[config.mk]
export PLATFORM = sky130hd
export DESIGN_NAME = tdr_ring_ctrl
export DESIGN_NICKNAME = d
export VERILOG_FILES = /design/src/rtl/tdr_pkg.sv /design/src/rtl/tdr_sync.sv /design/src/rtl/tdr_ring_ctrl.sv
export SDC_FILE = /design/constraint.sdc
export NUM_CORES = 1
export LEC_CHECK = 0
export BUFFER_PORTS_ARGS = -buffer_cell sky130_fd_sc_hd__buf_4
export CAP_MARGIN = 20
export CORE_MARGIN = 10
export CORE_UTILIZATION = 35
export DETAILED_ROUTE_END_ITERATION = 16
export MAX_ROUTING_LAYER = met4
export PLACE_DENSITY = 0.67
export SYNTH_ARGS = -nofsm -noshare
export SYNTH_HDL_FRONTEND = slang
export SYNTH_HIERARCHICAL = 1
export SYNTH_SLANG_ARGS = --single-unit
[constraint.sdc]
create_clock -name clk -period 1.5 [get_ports clk]
set_input_delay 0.15 -clock clk [delete_from_list [all_inputs] [get_ports clk]]
set_output_delay 0.15 -clock clk [all_outputs]
set_load 0.05 [all_outputs]
[src/rtl/tdr_pkg.sv]
// tdr_pkg: shared types and default sizing for the time-domain register
// ring-oscillator measurement controller.
//   state_t           : sequencer states
//   TDR_CNT_W         : default edge counter width
//   TDR_WIN_W         : default sample-window length width
//   TDR_SYNC_STAGES   : default depth of the ring_i synchroniser
//   is_counting()     : states in which synchronised ring edges are counted
package tdr_pkg;

  typedef enum logic [2:0] {
    IDLE,
    ARM,
    RUN,
    DRAIN,
    READ
  } state_t;

  localparam int TDR_CNT_W       = 8;
  localparam int TDR_WIN_W       = 8;
  localparam int TDR_SYNC_STAGES = 2;

  // Edges are counted while the window is open and while the edges that were
  // already in flight through the synchroniser drain out afterwards.
  function automatic logic is_counting(state_t s);
    return (s == RUN) || (s == DRAIN);
  endfunction

endpackage

[src/rtl/tdr_sync.sv]
// tdr_sync: multi-flop synchroniser that brings the asynchronous ring_o
// signal into the clk domain.
// Ports:
//   clk   in  system clock
//   rstb  in  asynchronous active-low reset, clears the chain to 0
//   clr   in  synchronous clear, empties the chain before a new measurement
//   d     in  asynchronous input
//   q     out synchronised output (last flop of the chain)
module tdr_sync
  import tdr_pkg::*;
#(
  parameter int STAGES = TDR_SYNC_STAGES
) (
  input  logic clk,
  input  logic rstb,
  input  logic clr,
  input  logic d,
  output logic q
);

  logic [STAGES-1:0] chain;

  // A synchronous clear is used so that stale ring levels from a previous
  // measurement cannot appear as a rising edge in the next window.
  always_ff @(posedge clk or negedge rstb) begin
    if (!rstb) begin
      chain <= '0;
    end else if (clr) begin
      chain <= '0;
    end else begin
      chain <= {chain[STAGES-2:0], d};
    end
  end

  assign q = chain[STAGES-1];

endmodule

[src/rtl/tdr_ring_ctrl.sv]
// tdr_ring_ctrl: measurement sequencer for one ring-oscillator cell of the
// time-domain register. Arms the cell, opens a programmable sample window,
// counts synchronised ring_i rising edges (saturating), and hands the count
// to the readout path with a valid/ready handshake.
// Ports:
//   clk          in   system clock
//   rstb         in   asynchronous active-low reset
//   start_i      in   one-cycle measurement request, ignored while busy_o
//   win_len_i    in   window length in clk cycles, 0 treated as 1
//   ring_i       in   ring_o of the oscillator cell (asynchronous)
//   ring_rstb_o  out  cell rstb, 0 holds the ring off
//   tsc_o        out  cell tsc_i, 1 while the sample window is open
//   carry_b_o    out  cell carry_b, 0 stops the ring once the count saturates
//   re_o         out  cell re, 1 freezes the ring during readout
//   count_o      out  saturating edge count
//   ovf_o        out  count saturated during this measurement
//   valid_o      out  result available
//   ready_i      in   consumer accepts the result when valid_o && ready_i
//   busy_o       out  1 whenever the sequencer is not idle
module tdr_ring_ctrl
  import tdr_pkg::*;
#(
  parameter int CNT_W       = TDR_CNT_W,
  parameter int WIN_W       = TDR_WIN_W,
  parameter int SYNC_STAGES = TDR_SYNC_STAGES
) (
  input  logic             clk,
  input  logic             rstb,
  input  logic             start_i,
  input  logic [WIN_W-1:0] win_len_i,
  input  logic             ring_i,
  output logic             ring_rstb_o,
  output logic             tsc_o,
  output logic             carry_b_o,
  output logic             re_o,
  output logic [CNT_W-1:0] count_o,
  output logic             ovf_o,
  output logic             valid_o,
  input  logic             ready_i,
  output logic             busy_o
);

  localparam logic [CNT_W-1:0] CNT_MAX    = '1;
  localparam int               DRAIN_W    = $clog2(SYNC_STAGES + 1) + 1;
  localparam logic [DRAIN_W-1:0] DRAIN_LOAD = DRAIN_W'(SYNC_STAGES);
  localparam logic [WIN_W-1:0] WIN_ONE    = WIN_W'(1);

  state_t             state;
  logic [WIN_W-1:0]   win_cnt;
  logic [DRAIN_W-1:0] drain_cnt;
  logic               sync_q;
  logic               prev_q;
  logic               sync_clr;
  logic               rise;

  // The synchroniser and edge detector are emptied during ARM so the first
  // RUN cycle always starts from a known low history.
  assign sync_clr = (state == ARM);
  assign rise     = sync_q & ~prev_q;

  tdr_sync #(
    .STAGES(SYNC_STAGES)
  ) u_sync (
    .clk (clk),
    .rstb(rstb),
    .clr (sync_clr),
    .d   (ring_i),
    .q   (sync_q)
  );

  // Previous synchronised level, used to turn levels into single-cycle rises.
  always_ff @(posedge clk or negedge rstb) begin
    if (!rstb) begin
      prev_q <= 1'b0;
    end else if (state == ARM) begin
      prev_q <= 1'b0;
    end else begin
      prev_q <= sync_q;
    end
  end

  // Sequencer, window/drain counters, edge counter and all registered cell
  // controls. Every output is a flop so the analog cell sees glitch-free
  // control lines. Outputs are set on the edge entering a state so their
  // level matches the state for its whole duration.
  always_ff @(posedge clk or negedge rstb) begin
    if (!rstb) begin
      state       <= IDLE;
      win_cnt     <= '0;
      drain_cnt   <= '0;
      ring_rstb_o <= 1'b0;
      tsc_o       <= 1'b0;
      carry_b_o   <= 1'b1;
      re_o        <= 1'b0;
      count_o     <= '0;
      ovf_o       <= 1'b0;
      valid_o     <= 1'b0;
      busy_o      <= 1'b0;
    end else begin
      ring_rstb_o <= 1'b1;

      // Saturating count; reaching the maximum stops the ring via carry_b
      // and flags overflow until the next measurement is armed.
      if (is_counting(state) && rise && (count_o != CNT_MAX)) begin
        count_o <= count_o + 1'b1;
        if (count_o == CNT_MAX - 1'b1) begin
          ovf_o     <= 1'b1;
          carry_b_o <= 1'b0;
        end
      end

      case (state)
        IDLE: begin
          if (start_i) begin
            state       <= ARM;
            win_cnt     <= (win_len_i == '0) ? WIN_ONE : win_len_i;
            ring_rstb_o <= 1'b0;
            busy_o      <= 1'b1;
            count_o     <= '0;
            ovf_o       <= 1'b0;
            carry_b_o   <= 1'b1;
          end
        end
        ARM: begin
          state <= RUN;
          tsc_o <= 1'b1;
        end
        RUN: begin
          if (win_cnt == WIN_ONE) begin
            state     <= DRAIN;
            tsc_o     <= 1'b0;
            drain_cnt <= DRAIN_LOAD;
          end else begin
            win_cnt <= win_cnt - 1'b1;
          end
        end
        DRAIN: begin
          if (drain_cnt == '0) begin
            state   <= READ;
            re_o    <= 1'b1;
            valid_o <= 1'b1;
          end else begin
            drain_cnt <= drain_cnt - 1'b1;
          end
        end
        READ: begin
          if (ready_i) begin
            state   <= IDLE;
            re_o    <= 1'b0;
            valid_o <= 1'b0;
            busy_o  <= 1'b0;
          end
        end
        default: begin
          state <= IDLE;
        end
      endcase
    end
  end

endmodule

==> results.md <==
- Status: finished, violations left
- Failing checks: negative setup slack
- Post-DP HPWL: 3290 µm
- Die area: between 8000 and 9000 µm²
- Fin nets: 264
- Commonest cells post-synth: dfrtp_1 (30), inv_1 (13), nand2_1 (12), nor2_1 (12), o21ai_0 (12)
- DR pass1 iterations: 4
- Via count: 1636
- Skew final: 0.00751 ns
- Synth top area share: 43.1%
- R2R Path Start: state[1]
- Comb power frac: 57.3%
- Seq/Total Area, Yosys: 44.6%
- Most numerous cell in the Yosys netlist: dfrtp_1
- Maximum clock insertion buffer count: 2
- CP delay by family, top: simple AND/OR/NAND/NOR gates
- Mapped Cells: 177
- P_int: 3080 µW
- Post-route insts no fill: 313
- Clock share of power: ~17%
- H-tree levels: 2
- Clk slew on worst S/H paths: 0.07 ns
- Clock root buffer master: clkbuf_8
- Final Cycle Share: 104%
- Row count: 25
- Critical-path maximum fanout: 6
- Net switching power: ~2100 µW
- Synth Warn #: 6
- Final Max Slew Viols: 0
- Leak: 0.00114 µW
- Number of synthesized flops with an enable pin: 0
- Largest net degree at the start of global routing: 32
- Routed WL: 4500 µm
- CP Data Required Time: 1.67 ns
- # IOs: 28
- Max Cap Viol: 0
- Area leader, netlist: dfrtp_1
- Rel. slew slack: between 70% and 80%
- Minimum clock period: 1.57 ns
- Top FF cell, synth: dfrtp_1
- FFs w/ async S/R, synth: 100%
- Worst setup EP type: flop
- Total power: 5170 µW
- Worst setup margin: -0.0673 ns
- Pwr Density: 2000 nW/µm²
- Port Buffer Count: 27
- Fmax: 0.638 GHz
- Residual DRC: 0
- Unrepaired setup endpoints after global routing: yes
- CP startpoint: state[1]
- Kind of critical path: flop to flop
- Slowest cell on the critical path: or3b_4
- Netlist Area Pre-Place: 1740 µm²
- CTS buffer count: 5
- RD Place Congestion: a little under 0.9
- Gr usage total: 11.6%
- Antenna-violating nets left: 0
- First-pass GRT wire length: 7910 µm
- Clk sink count: 31
- Worst-margin pin slew: 0.396 ns
- Die Width: 90.5 µm
- Antenna violations before repair: 0
- Max incr delay on CP: approximately 0.45 ns
- Synth top area cells: dfrtp_1 (43%), ha_1 (4.3%), o21ai_0 (3.4%)
- Vias in the first global route: 1754
- Mean number of vias per cell: 5.23
- Antenna diode count: 0
- Skew-Pair Late Insertion Delay: 0.28 ns
- Pre-CTS setup slack: -0.109 ns
- Number of DRC markers in iteration 0: 54
- Final hold violations: 0
- WP buf/inv: 0
- Synthesized Nets: between 150 and 200
- Cells along the critical path: or3b_4 -> a31oi_4 -> nor2_4 -> mux2_4
- Worst min-delay path class: input pin to flop
- Seq pwr share: 26.2%
- Die Y: 90.5 µm
- GRT Residual Overflow: 0
- Initial Util: 36.4%
- Setup violators final: 5
- Non-Filler Cell Area, Final: 2590 µm²
- CP arrival: around 1.7 ns
- Startpoint types: flop
- Synthesized flop and latch total: 31
- Peak supply drop: 0.857 mV
- Syn Area/Cell: 9.84 µm²
- DR WL/cell: 14.4 µm
- Dpl cells: 298
- Core area: 4790 µm²
- Sw Share: 40.5%
- CTS tree: built
- Synth-to-layout area growth: 48.8%
- Share of post-route cells with drive strength above 1: 47.2%
- Hold_sp: ring_i
- Netlist cell types: 53
- Post-DP Area: approximately 2300 µm²
[path summary, 6_finish.rpt]
kind,slack (ns),cells after the start,endpoint
max in group asynchronous,0.84,2,carry_b_o
max reg2reg,-0.07,4,win_cnt[1]
min in group asynchronous,0.34,2,count_o[0]
min,0.09,2,u_sync/chain[0]
max,-0.07,4,win_cnt[1]
min reg2reg,0.46,1,u_sync/chain[1]
[state kept, by name (all words and copies together), names as in the netlist]
name          cells
ovf_o             1
prev_q            1
tsc_o             1
drain_cnt         3
win_cnt           8
ring_rstb_o       1
busy_o            1
count_o           8
u_sync/chain      2
state             3
valid_o           1
carry_b_o         1
[cell type report]
| cell class | instances | area (µm²) |
|---|---|---|
| timing repair buffer | 69 | 537 |
| inverter | 14 | 55.1 |
| sequential | 31 | 787 |
| clock buffer | 6 | 82.6 |
| clock inverter | 2 | 35.0 |
| multi-input combinational | 124 | 1010 |
| tap | 67 | 83.8 |
| fill | 416 | 2190 |
[metrics by stage]
| step | hold slack, ns | util (%) | TNS (ns) |
|---|---|---|---|
| CTS | 0.0814 | 51.5 | -0.110 |
| global route | 0.0893 | 54.1 | -0.628 |
| floorplan | -0.146 | - | -0.436 |
| global placement | 0.107 | 47.6 | -0.228 |
| finish | 0.0869 | 54.1 | -0.124 |
| detailed placement | 0.108 | 47.6 | -0.508 |
[logic make-up after synthesis]
kind of cell,Yosys count,synth area share [%]
xor+xnor,2,1.01
simple gates,62,21.8
compound gates,52,20.8
flops,31,44.6
fa+ha+maj,6,4.31
mux,2,1.44
buf+inv,22,6.03
[routing by layer]
layer | vias to the layer above | routed length [µm] | track usage, %
met4 | 0 | 51 | 3.45
met1 | 806 | 1970 | 13.1
met5 | - | 0 | -
met3 | 7 | 155 | 3.16
met2 | 26 | 2320 | 19.4
li1 | 797 | - | -
[timing repair]
action,CTS,global route
gates resized for setup,9,22
endpoints found under the setup margin,11,19
pin swaps,7,5
hold buffers,1,0
buffers inserted,4,2
hold endpoints to repair,30,0
[placed cells by master (no fill, tap or decap), types with 3 or more instances in the layout]
cell type / count
o211ai_1: 3
clkbuf_8: 6
nor2b_1: 3
and3_1: 4
a21oi_1: 7
buf_4: 66
a211oi_1: 3
nand2_1: 12
nand3_1: 5
ha_1: 4
dfrtp_2: 8
dfrtp_1: 22
nor2_1: 10
o21ai_0: 7
o21ai_1: 5
inv_1: 12
nand4_1: 5
nor3_1: 3
[power by group through the flow]
stage / clock, µW / sequential [µW] / combinational [µW]
global placement: 0 / 1360 / 2560
detailed placement: 0 / 1370 / 2610
CTS: 873 / 1340 / 2690
finish: 851 / 1360 / 2970
floorplan: 0 / 1650 / 1350
global route: 901 / 1390 / 3250
(Power assumes the default switching activity.)
